===== src/rtl/vid_mixer_pkg.sv =====
// vid_mixer_pkg: command opcodes, command field positions and the shared rgb type.
package vid_mixer_pkg;
  typedef enum logic [3:0] {OP_MASK = 4'd0, OP_KEY = 4'd1, OP_BG = 4'd2} opcode_e;
  localparam int OPC_LSB   = 28;
  localparam int LAYER_LSB = 24;
  localparam int DATA_W    = 24;
  localparam int MAX_CB    = 8;
  typedef struct packed {
    logic [MAX_CB-1:0] r;
    logic [MAX_CB-1:0] g;
    logic [MAX_CB-1:0] b;
  } rgb_t;
  function automatic rgb_t split_rgb(input logic [3*MAX_CB-1:0] v, input int cb);
    logic [MAX_CB-1:0] m;
    m = MAX_CB'((32'd1 << cb) - 32'd1);
    return '{r: MAX_CB'(v >> (2 * cb)) & m, g: MAX_CB'(v >> cb) & m, b: v[MAX_CB-1:0] & m};
  endfunction
endpackage


===== src/rtl/vid_mixer_cfg.sv =====
// vid_mixer_cfg: command decode plus shadow/active config banks swapped at frame start.
// Per-layer key registers only exist when MIXER_KEY_EN is defined; otherwise every key is 0.
module vid_mixer_cfg import vid_mixer_pkg::*; #(
  parameter int NUM_LAYERS = 2,
  parameter int COLOR_BITS = 4
) (
  input  logic                             clk,
  input  logic                             reset_n_i,
  input  logic                             frame_start_i,
  input  logic                             cmd_valid_i,
  input  logic [31:0]                      cmd_data_i,
  output logic                             cmd_ready_o,
  output logic [NUM_LAYERS-1:0]            en_o,
  output logic [NUM_LAYERS*3*COLOR_BITS-1:0] key_o,
  output logic [3*COLOR_BITS-1:0]          bg_o,
  output logic                             pending_o,
  output logic                             bad_o
);
  localparam int CW = 3 * COLOR_BITS;
  opcode_e op;
  logic [3:0] lyr;
  logic [DATA_W-1:0] dat;
  logic wr, good, bad_d, bad_q, pend_d, pend_q, unused_dat;
  logic [NUM_LAYERS-1:0] sh_en_d, sh_en_q, act_en_d, act_en_q;
  logic [CW-1:0] sh_bg_d, sh_bg_q, act_bg_d, act_bg_q;
  assign op          = opcode_e'(cmd_data_i[OPC_LSB +: 4]);
  assign lyr         = cmd_data_i[LAYER_LSB +: 4];
  assign dat         = cmd_data_i[DATA_W-1:0];
  assign unused_dat  = ^dat;
  assign cmd_ready_o = reset_n_i;
  assign wr          = cmd_valid_i & cmd_ready_o;
  assign good        = wr && lyr < 4'(NUM_LAYERS) && (op == OP_MASK || op == OP_KEY || op == OP_BG);
  always_comb begin
    bad_d    = wr & ~good;
    pend_d   = good | (pend_q & ~frame_start_i);
    sh_en_d  = (good && op == OP_MASK) ? dat[NUM_LAYERS-1:0] : sh_en_q;
    sh_bg_d  = (good && op == OP_BG) ? dat[CW-1:0] : sh_bg_q;
    act_en_d = frame_start_i ? sh_en_q : act_en_q;
    act_bg_d = frame_start_i ? sh_bg_q : act_bg_q;
  end
  always_ff @(posedge clk) begin
    if (!reset_n_i) begin
      bad_q    <= 1'b0;
      pend_q   <= 1'b0;
      sh_en_q  <= '1;
      act_en_q <= '1;
      sh_bg_q  <= '0;
      act_bg_q <= '0;
    end else begin
      bad_q    <= bad_d;
      pend_q   <= pend_d;
      sh_en_q  <= sh_en_d;
      act_en_q <= act_en_d;
      sh_bg_q  <= sh_bg_d;
      act_bg_q <= act_bg_d;
    end
  end
`ifdef MIXER_KEY_EN
  logic [NUM_LAYERS*CW-1:0] sh_key_d, sh_key_q, act_key_d, act_key_q;
  always_comb begin
    sh_key_d = sh_key_q;
    if (good && op == OP_KEY) sh_key_d[int'(lyr)*CW +: CW] = dat[CW-1:0];
    act_key_d = frame_start_i ? sh_key_q : act_key_q;
  end
  always_ff @(posedge clk) begin
    if (!reset_n_i) begin
      sh_key_q  <= '0;
      act_key_q <= '0;
    end else begin
      sh_key_q  <= sh_key_d;
      act_key_q <= act_key_d;
    end
  end
  assign key_o = act_key_q;
`else
  assign key_o = '0;
`endif
  assign en_o      = act_en_q;
  assign bg_o      = act_bg_q;
  assign pending_o = pend_q;
  assign bad_o     = bad_q;
endmodule


===== src/rtl/vid_mixer.sv =====
// vid_mixer: 2-stage priority/colour-key layer mixer with frame-synchronous config.
// Optional per-layer key registers are enabled by defining MIXER_KEY_EN.
module vid_mixer import vid_mixer_pkg::*; #(
  parameter int NUM_LAYERS        = 2,
  parameter int COLOR_BITS        = 4,
  parameter int VSYNC_ACTIVE_HIGH = 1
) (
  input  logic                               clk,
  input  logic                               reset_n_i,
  input  logic                               vga_hsync_i,
  input  logic                               vga_vsync_i,
  input  logic                               vga_de_i,
  input  logic [NUM_LAYERS*3*COLOR_BITS-1:0] layer_rgb_i,
  input  logic                               cmd_axis_tvalid_i,
  output logic                               cmd_axis_tready_o,
  input  logic [31:0]                        cmd_axis_tdata_i,
  output logic                               vga_hsync_o,
  output logic                               vga_vsync_o,
  output logic                               vga_de_o,
  output logic [COLOR_BITS-1:0]              vga_r_o,
  output logic [COLOR_BITS-1:0]              vga_g_o,
  output logic [COLOR_BITS-1:0]              vga_b_o,
  output logic                               frame_o,
  output logic                               cfg_pending_o,
  output logic                               bad_cmd_o
);
  localparam int CW = 3 * COLOR_BITS;
  logic frame_start, pending, bad, unused_px;
  logic [NUM_LAYERS-1:0] en, opq1_d, opq1_q;
  logic [NUM_LAYERS*CW-1:0] key, rgb1_q;
  logic [CW-1:0] bg, sel, pix2_d, pix2_q;
  logic hs1_q, vs1_q, de1_q, va1_d, va1_q, va_prev_q, hs2_q, vs2_q, de2_q;
  rgb_t px;
  vid_mixer_cfg #(.NUM_LAYERS(NUM_LAYERS), .COLOR_BITS(COLOR_BITS)) u_cfg (
    .clk(clk), .reset_n_i(reset_n_i), .frame_start_i(frame_start),
    .cmd_valid_i(cmd_axis_tvalid_i), .cmd_data_i(cmd_axis_tdata_i), .cmd_ready_o(cmd_axis_tready_o),
    .en_o(en), .key_o(key), .bg_o(bg), .pending_o(pending), .bad_o(bad)
  );
  // vsync is normalised to "active" so reset (all zero) never looks like a trailing edge
  always_comb begin
    va1_d       = vga_vsync_i == 1'(VSYNC_ACTIVE_HIGH);
    frame_start = va_prev_q & ~va1_q;
    for (int n = 0; n < NUM_LAYERS; n++)
      opq1_d[n] = en[n] && (layer_rgb_i[n*CW +: CW] != key[n*CW +: CW]);
    sel = bg;
    for (int n = NUM_LAYERS - 1; n >= 0; n--)
      sel = opq1_q[n] ? rgb1_q[n*CW +: CW] : sel;
    pix2_d = de1_q ? sel : '0;
  end
  always_ff @(posedge clk) begin
    if (!reset_n_i) begin
      {hs1_q, vs1_q, de1_q, va1_q, va_prev_q, hs2_q, vs2_q, de2_q} <= '0;
      opq1_q <= '0;
      rgb1_q <= '0;
      pix2_q <= '0;
    end else begin
      hs1_q     <= vga_hsync_i;
      vs1_q     <= vga_vsync_i;
      de1_q     <= vga_de_i;
      va1_q     <= va1_d;
      va_prev_q <= va1_q;
      opq1_q    <= opq1_d;
      rgb1_q    <= layer_rgb_i;
      hs2_q     <= hs1_q;
      vs2_q     <= vs1_q;
      de2_q     <= de1_q;
      pix2_q    <= pix2_d;
    end
  end
  assign px            = split_rgb(DATA_W'(pix2_q), COLOR_BITS);
  assign unused_px     = ^px;
  assign vga_r_o       = reset_n_i ? COLOR_BITS'(px.r) : '0;
  assign vga_g_o       = reset_n_i ? COLOR_BITS'(px.g) : '0;
  assign vga_b_o       = reset_n_i ? COLOR_BITS'(px.b) : '0;
  assign vga_hsync_o   = hs2_q & reset_n_i;
  assign vga_vsync_o   = vs2_q & reset_n_i;
  assign vga_de_o      = de2_q & reset_n_i;
  assign frame_o       = frame_start & reset_n_i;
  assign cfg_pending_o = pending & reset_n_i;
  assign bad_cmd_o     = bad & reset_n_i;
endmodule


===== config.mk =====
export PLATFORM = sky130hd
export DESIGN_NAME = vid_mixer
export DESIGN_NICKNAME = d
export VERILOG_FILES = /design/src/rtl/vid_mixer_pkg.sv /design/src/rtl/vid_mixer_cfg.sv /design/src/rtl/vid_mixer.sv
export SDC_FILE = /design/constraint.sdc
export NUM_CORES = 1
export LEC_CHECK = 0
export CORE_UTILIZATION = 31
export CTS_BUF_LIST = sky130_fd_sc_hd__clkbuf_16
export CTS_CLUSTER_SIZE = 20
export DETAILED_ROUTE_END_ITERATION = 10
export PLACE_DENSITY_LB_ADDON = 0.12
export SYNTH_ARGS = -nofsm -noshare
export SYNTH_HDL_FRONTEND = slang
export SYNTH_HIERARCHICAL = 1
export SYNTH_SLANG_ARGS = --single-unit

===== constraint.sdc =====
create_clock -name clk -period 1.75 [get_ports clk]
set_clock_uncertainty 0.1 [all_clocks]
set_input_delay 0.35 -clock clk [delete_from_list [all_inputs] [get_ports clk]]
set_output_delay 0.35 -clock clk [all_outputs]
set_load 0.02 [all_outputs]

==> impl_metrics.toml, run 1 <==
[clock_tree]
clk_pin_slew_ns = 0.06
post_cts_buffers = 0
root_buffer = "clkbuf_16"
clock_latency_ns = 0.33
cts_tree = "built"
clockBufferDepth = 2
ctsHtreeMaxLevel = 3
clock_sinks = 74
cts_made_buffers = 9

[floorplanning]
rows = 36
dieArea_mm2 = 0.01087
die_x_um = 104.3
core_area_mm2 = 0.009955
start_util_pct = 32.57
die_height_um = 104.3
io_pins = 81

[final_layout]
final_util_pct = 43.11
antenna_cells = 0
final_common_cell = "dfxtp_1"
syn_to_final_growth_pct = 32.38
nNetsFinal = 450
drive_gt1_share_pct = 11.20
final_cells = 526
final_cell_mix = "74 x dfxtp_1, 48 x clkdlybuf4s50_1, 46 x and2_1"

[drt]
vias = 2076
wl_per_cell_um = 11.67
dr.first_iter.drc_count = 77
antenna_left = 0
via_per_inst = 3.947
drc_errors = 0
wl_um = 6138
drtPass1Iterations = 4

[setup_path]
criticalPathCategory = "input pin to primary output"
cp_top_family = "buffers and inverters"
cp_cell_sequence = "buf_2 > clkdlybuf4s50_1"
worstPathBufferInverterCount = 2
crit_path_end_kind = "primary output"
crit_fanout = 5
cpMaxStageDelayCell = "clkdlybuf4s50_1"
crit_required_ns = 1.30
critPathMaxStageDelay_ns = 0.61
worst_setup_path_start_kind = "input pin"
worstPathArrival_ns = 1.11

[logic_synthesis]
synth_cell_type_count = 25
synth-simple-area-share_pct = 20.84
synth-seq-cells = 74
yosysWarnings = 6
synth_compound_area_share_pct = 0.6175
synthesis.instances = 315
avgSynthCellArea_um2 = 10.29
synthAdderAreaFrac_pct = 0
synthMuxAreaShare_pct = 17.68
synthXorXnorAreaFrac_pct = 6.484
ys_seq_area_share_pct = 45.70
synth_top_family_by_area = "simple AND/OR/NAND/NOR gates"
netlist_area_mm2 = 0.003242

[power]
seq_power_share_pct = 43.4
p_sw_share_pct = 20.92
powerDensity_mw_per_mm2 = 935.4
pwr-share-comb_pct = 9.1
ir_drop_uv = 375.1
internal_power_mw = 3.174
clock_power_share_pct = 47.5
p_sw_mw = 0.8400
power_leakage_nw = 1.911

[sta]
min_period_ns = 1.564
min_period_over_period_pct = 89.37
report.final.hold_viol_count = 0
fin_ws_ns = 0.1860
rsz0062_at_grt = "false"
slew_viol_final = 0
fin_tns_setup_ns = 0
fmax_mhz = 639.4
setup-violations-final = 0
holdWs_ns = 0.3362

[place]
port_buffers = 67
dpl.hpwl_um = 4563
routabilityCongestion = 0.6811
place_ws_ns = -0.09474
dp.cells = 510

[job]
drv_cap = 0

[grt]
grt.overflow.total = 0
antenna_found_initial = 0
grt_pass1_vias = 2095
grt_pass1_wl_um = 10110
grt.total_usage_pct = 12.16
grt_start_max_net_pins = 57

[worst_hold_path]
hold_path_class = "flop to flop"

[run_status]
outcome = "completed"
-- per-layer routing --
layer	track usage (%)	share of wire, %	up-vias
met1	15.07	48	909
met2	19.49	46	46
met4	6.735	2.2	0
met5	0	0	-
li1	-	-	1110
met3	2.694	4.2	11
-- through the flow --
stage               instance area [µm²]  power [mW]
finish                             4292       4.014
global route                       4292       4.179
CTS                                4295       4.066
detailed placement                 4009       2.153
global placement                   4009       2.151
floorplan                          3328       2.007
-- synthesized netlist by cell type --
cell type  instances  area (µm²)
and2_1            46       287.8
nand3_1            1       5.000
inv_1              1       3.750
and4bb_4           1       16.27
buf_4             27       202.7
buf_6              2       22.52
xor2_1            24       210.2
mux2_2             2       22.52
clkbuf_1           9       33.78
dfxtp_1           74        1481
nand2b_1           1       6.260
nor4_1             6       37.54
mux2_4            10       150.1
conb_1             1       3.750
a21boi_0           1       7.510
and3_1             1       6.260
nor2_1            12       45.04
nor2b_1           18       112.6
nand4b_4           1       23.77
nor3_2             1       10.01
and4bb_2           1       12.51
nand2_1           30       112.6
buf_2              3       15.01
mux2i_1           40       400.4
a31oi_1            2       12.51
-- final timing paths --
check,from,endpoint,slack (ns),cells after the start
setup reg to reg,opq1_q[1],pix2_q[0],0.46,4
setup / recovery,reset_n_i,cmd_axis_tready_o,0.19,2
hold / removal,hs1_q,hs2_q,0.34,1
hold reg to reg,hs1_q,hs2_q,0.34,1
-- logic make-up (layout without fill, tap and decap cells) --
kind of cell	count (synthesis)	in the layout
compound gates	3	3
xor+xnor	24	24
buf+inv	42	97
flops	74	74
mux	52	52
other cells	1	24
simple gates	119	119
-- state kept, by name, indices dropped and copies added, names as in the netlist --
register         count
va1_q                1
u_cfg/en_o           2
u_cfg/bg_o          12
hs2_q                1
u_cfg/pending_o      1
de1_q                1
u_cfg/sh_bg_q       12
pix2_q              12
vs2_q                1
de2_q                1
rgb1_q              24
u_cfg/sh_en_q        2
u_cfg/bad_o          1
opq1_q               2
hs1_q                1
-- power groups by stage --
stage,Sequential [mW],Combinational [mW],Clock (mW)
2_1_floorplan,1.78,0.231,0
3_3_place_gp,1.78,0.372,0
3_5_place_dp,1.78,0.374,0
4_1_cts,1.74,0.373,1.95
5_1_grt,1.75,0.401,2.03
6_report,1.74,0.365,1.91
-- area by class of cell --
class | count | area, µm²
Fill cell | 992 | 5663
Multi-Input combinational cell | 222 | 1569
Timing Repair Buffer | 80 | 762.0
Inverter | 1 | 3.754
Clock inverter | 7 | 83.83
Tap cell | 133 | 166.4
Sequential cell | 74 | 1481
Clock buffer | 9 | 225.2
-- timing repair --
item	in CTS	in global routing
setup endpoints to repair	18	1
resized for setup	18	2
hold buffers	0	0
endpoints found under the hold margin	0	0
Note: power is estimated with default switching activity, not from simulation.
==> run 2, diff against run 1 <==
--- a/config.mk
+++ b/config.mk
@@ -11,2 +11,3 @@
 export DETAILED_ROUTE_END_ITERATION = 10
+export GPL_TIMING_DRIVEN = 1
 export PLACE_DENSITY_LB_ADDON = 0.12
--- a/constraint.sdc
+++ b/constraint.sdc
@@ -4,2 +4,2 @@
 set_output_delay 0.35 -clock clk [all_outputs]
-set_load 0.02 [all_outputs]
+set_load 0.1 [all_outputs]
==> run 2 against run 1 <==
Net effect:
- non-clock buffer count is 5 lower
- routed wire length about the same
- final cell count shrank 0.95%
- total power grew 1.9%
- register-to-register slack lost 0.02 ns
- sequential share of layout area decreased by 1.7 points
- die area is the same
==> impl_metrics.toml, run 2 (synthesized netlist as in run 1, its figures left out) <==
[final_layout]
final_util_pct = 45.40
final_cells = 521
final_common_cell = "dfxtp_1"
design_area_mm2 = 0.004519
syn_to_final_growth_pct = 39.41
nNetsFinal = 445
largest_register = "rgb1_q"
final_cell_mix = "74 x dfxtp_1, 47 x clkdlybuf4s50_1, 40 x mux2i_1"
antenna_cells = 0
largest_reg_flops = 24
drive_gt1_share_pct = 19.59

[grt]
use_met1_pct = 14.47
grt_pass1_vias = 2172
antenna_found_initial = 0
grt_pass1_wl_um = 10400
grt.overflow.total = 0
busiest_layer = "met2"
gr-usage-met2_pct = 20.96
grt.total_usage_pct = 12.29
grt_start_max_net_pins = 45
grt_util_met3_pct = 4.386

[setup_path]
r2r-end = "pix2_q[0]"
r2r-start = "opq1_q[1]"
crit_required_ns = 1.30
worstPathArrival_ns = 1.15
r2r.worst_path.cells = 4
r2r_setup_slack_ns = 0.44
worst_setup_path_start_kind = "flop"
cp-endpoint = "frame_o"
crit_path_end_kind = "primary output"
criticalPathCategory = "flop to primary output"
crit_path_start = "vs2_q"
crit_fanout = 2

[power]
powerDensity_mw_per_mm2 = 905.3
ir_drop_uv = 497.8
power_leakage_nw = 1.917

[clock_tree]
clock_sinks = 74
ctsHtreeMaxLevel = 3
post_cts_buffers = 0
hold_buffers = 0
cts_made_buffers = 9
cts_tree = "built"
cts_resized = 0
root_buffer = "clkbuf_16"
clockBufferDepth = 2
clk_pin_slew_ns = 0.05
clock_latency_ns = 0.32

[drt]
wl_per_cell_um = 11.79
drc_errors = 0
drtPass1Iterations = 4
antenna_left = 0
via_per_inst = 3.954
wl_um = 6141
vias = 2060
dr.first_iter.drc_count = 41

[floorplanning]
rows = 36
dieArea_mm2 = 0.01087
io_pins = 81
die_height_um = 104.3
start_util_pct = 32.57
die_x_um = 104.3
core_area_mm2 = 0.009955

[sta]
fin_ws_ns = 0.1512
setup-violations-final = 0
min_period_ns = 1.599
report.final.hold_viol_count = 0
slew_viol_final = 0
fin_tns_setup_ns = 0
rsz0062_at_grt = "false"
min_period_over_period_pct = 91.36
fmax_mhz = 625.5

[place]
dp.cells = 505
port_buffers = 67
dpl.hpwl_um = 4641
routabilityCongestion = 0.7014
place_ws_ns = -0.01267
placed_area_mm2 = 0.004202

[job]
drv_cap = 0

[worst_hold_path]
hp-start = "reset_n_i"
hold_path_class = "input pin to flop"

[run_status]
outcome = "completed"
==> run 2: changes by cell type in the layout (fill, tap and decap cells not counted), sizes merged <==
cell           previous run  this run
clkbuf                   10         9
dlygate4sd2              17         0
clkdlybuf4s50            48        47
buf                      14        28
clkinv                    4         2
clkinvlp                  1         2
inv                       1         2
==> run 2: how the worst min path moves through the flow <==
| stage | end | slack, ns | cells after the start |
|---|---|---|---|
| final | u_cfg/pending_o | 0.29 | 2 |
| after global routing | u_cfg/pending_o | 0.29 | 2 |
| after CTS | u_cfg/pending_o | 0.29 | 2 |
| after detailed placement | hs2_q | 0.33 | 1 |
| after global placement | hs2_q | 0.32 | 1 |
| after floorplan | hs2_q | 0.31 | 1 |
==> run 2: layout make-up <==
| class | instances | area, µm² |
|---|---|---|
| Sequential cell | 74 | 1481 |
| Inverter | 1 | 3.754 |
| Timing Repair Buffer | 75 | 953.4 |
| Multi-Input combinational cell | 222 | 1597 |
| Clock inverter | 7 | 92.59 |
| Clock buffer | 9 | 225.2 |
| Fill cell | 939 | 5435 |
| Tap cell | 133 | 166.4 |
==> run 2: per-layer routing <==
| metal | vias to the layer above | wire length (µm) |
|---|---|---|
| met4 | 0 | 61 |
| met1 | 904 | 2856 |
| met5 | - | 0 |
| met2 | 47 | 2945 |
| li1 | 1103 | - |
| met3 | 6 | 277 |
==> run 2: critical path, cell delays in order, from the launching register on <==
cell and delay (ns):
dfxtp_1 0.31, and2_2 0.17, nor2b_4 0.16, buf_12 0.18
==> run 2: metrics by stage <==
step                hold WS [ns]  total power, mW
floorplan                 0.3119            2.052
global placement          0.3185            2.212
detailed placement        0.3289            2.215
CTS                       0.2884            4.163
global route              0.2950            4.270
finish                    0.2909            4.091
==> run 2: power breakdown <==
part	switching [mW]	internal [mW]	total, mW
clock	0.676	1.24	1.92
sequential	0.0128	1.73	1.74
combinational	0.197	0.232	0.429
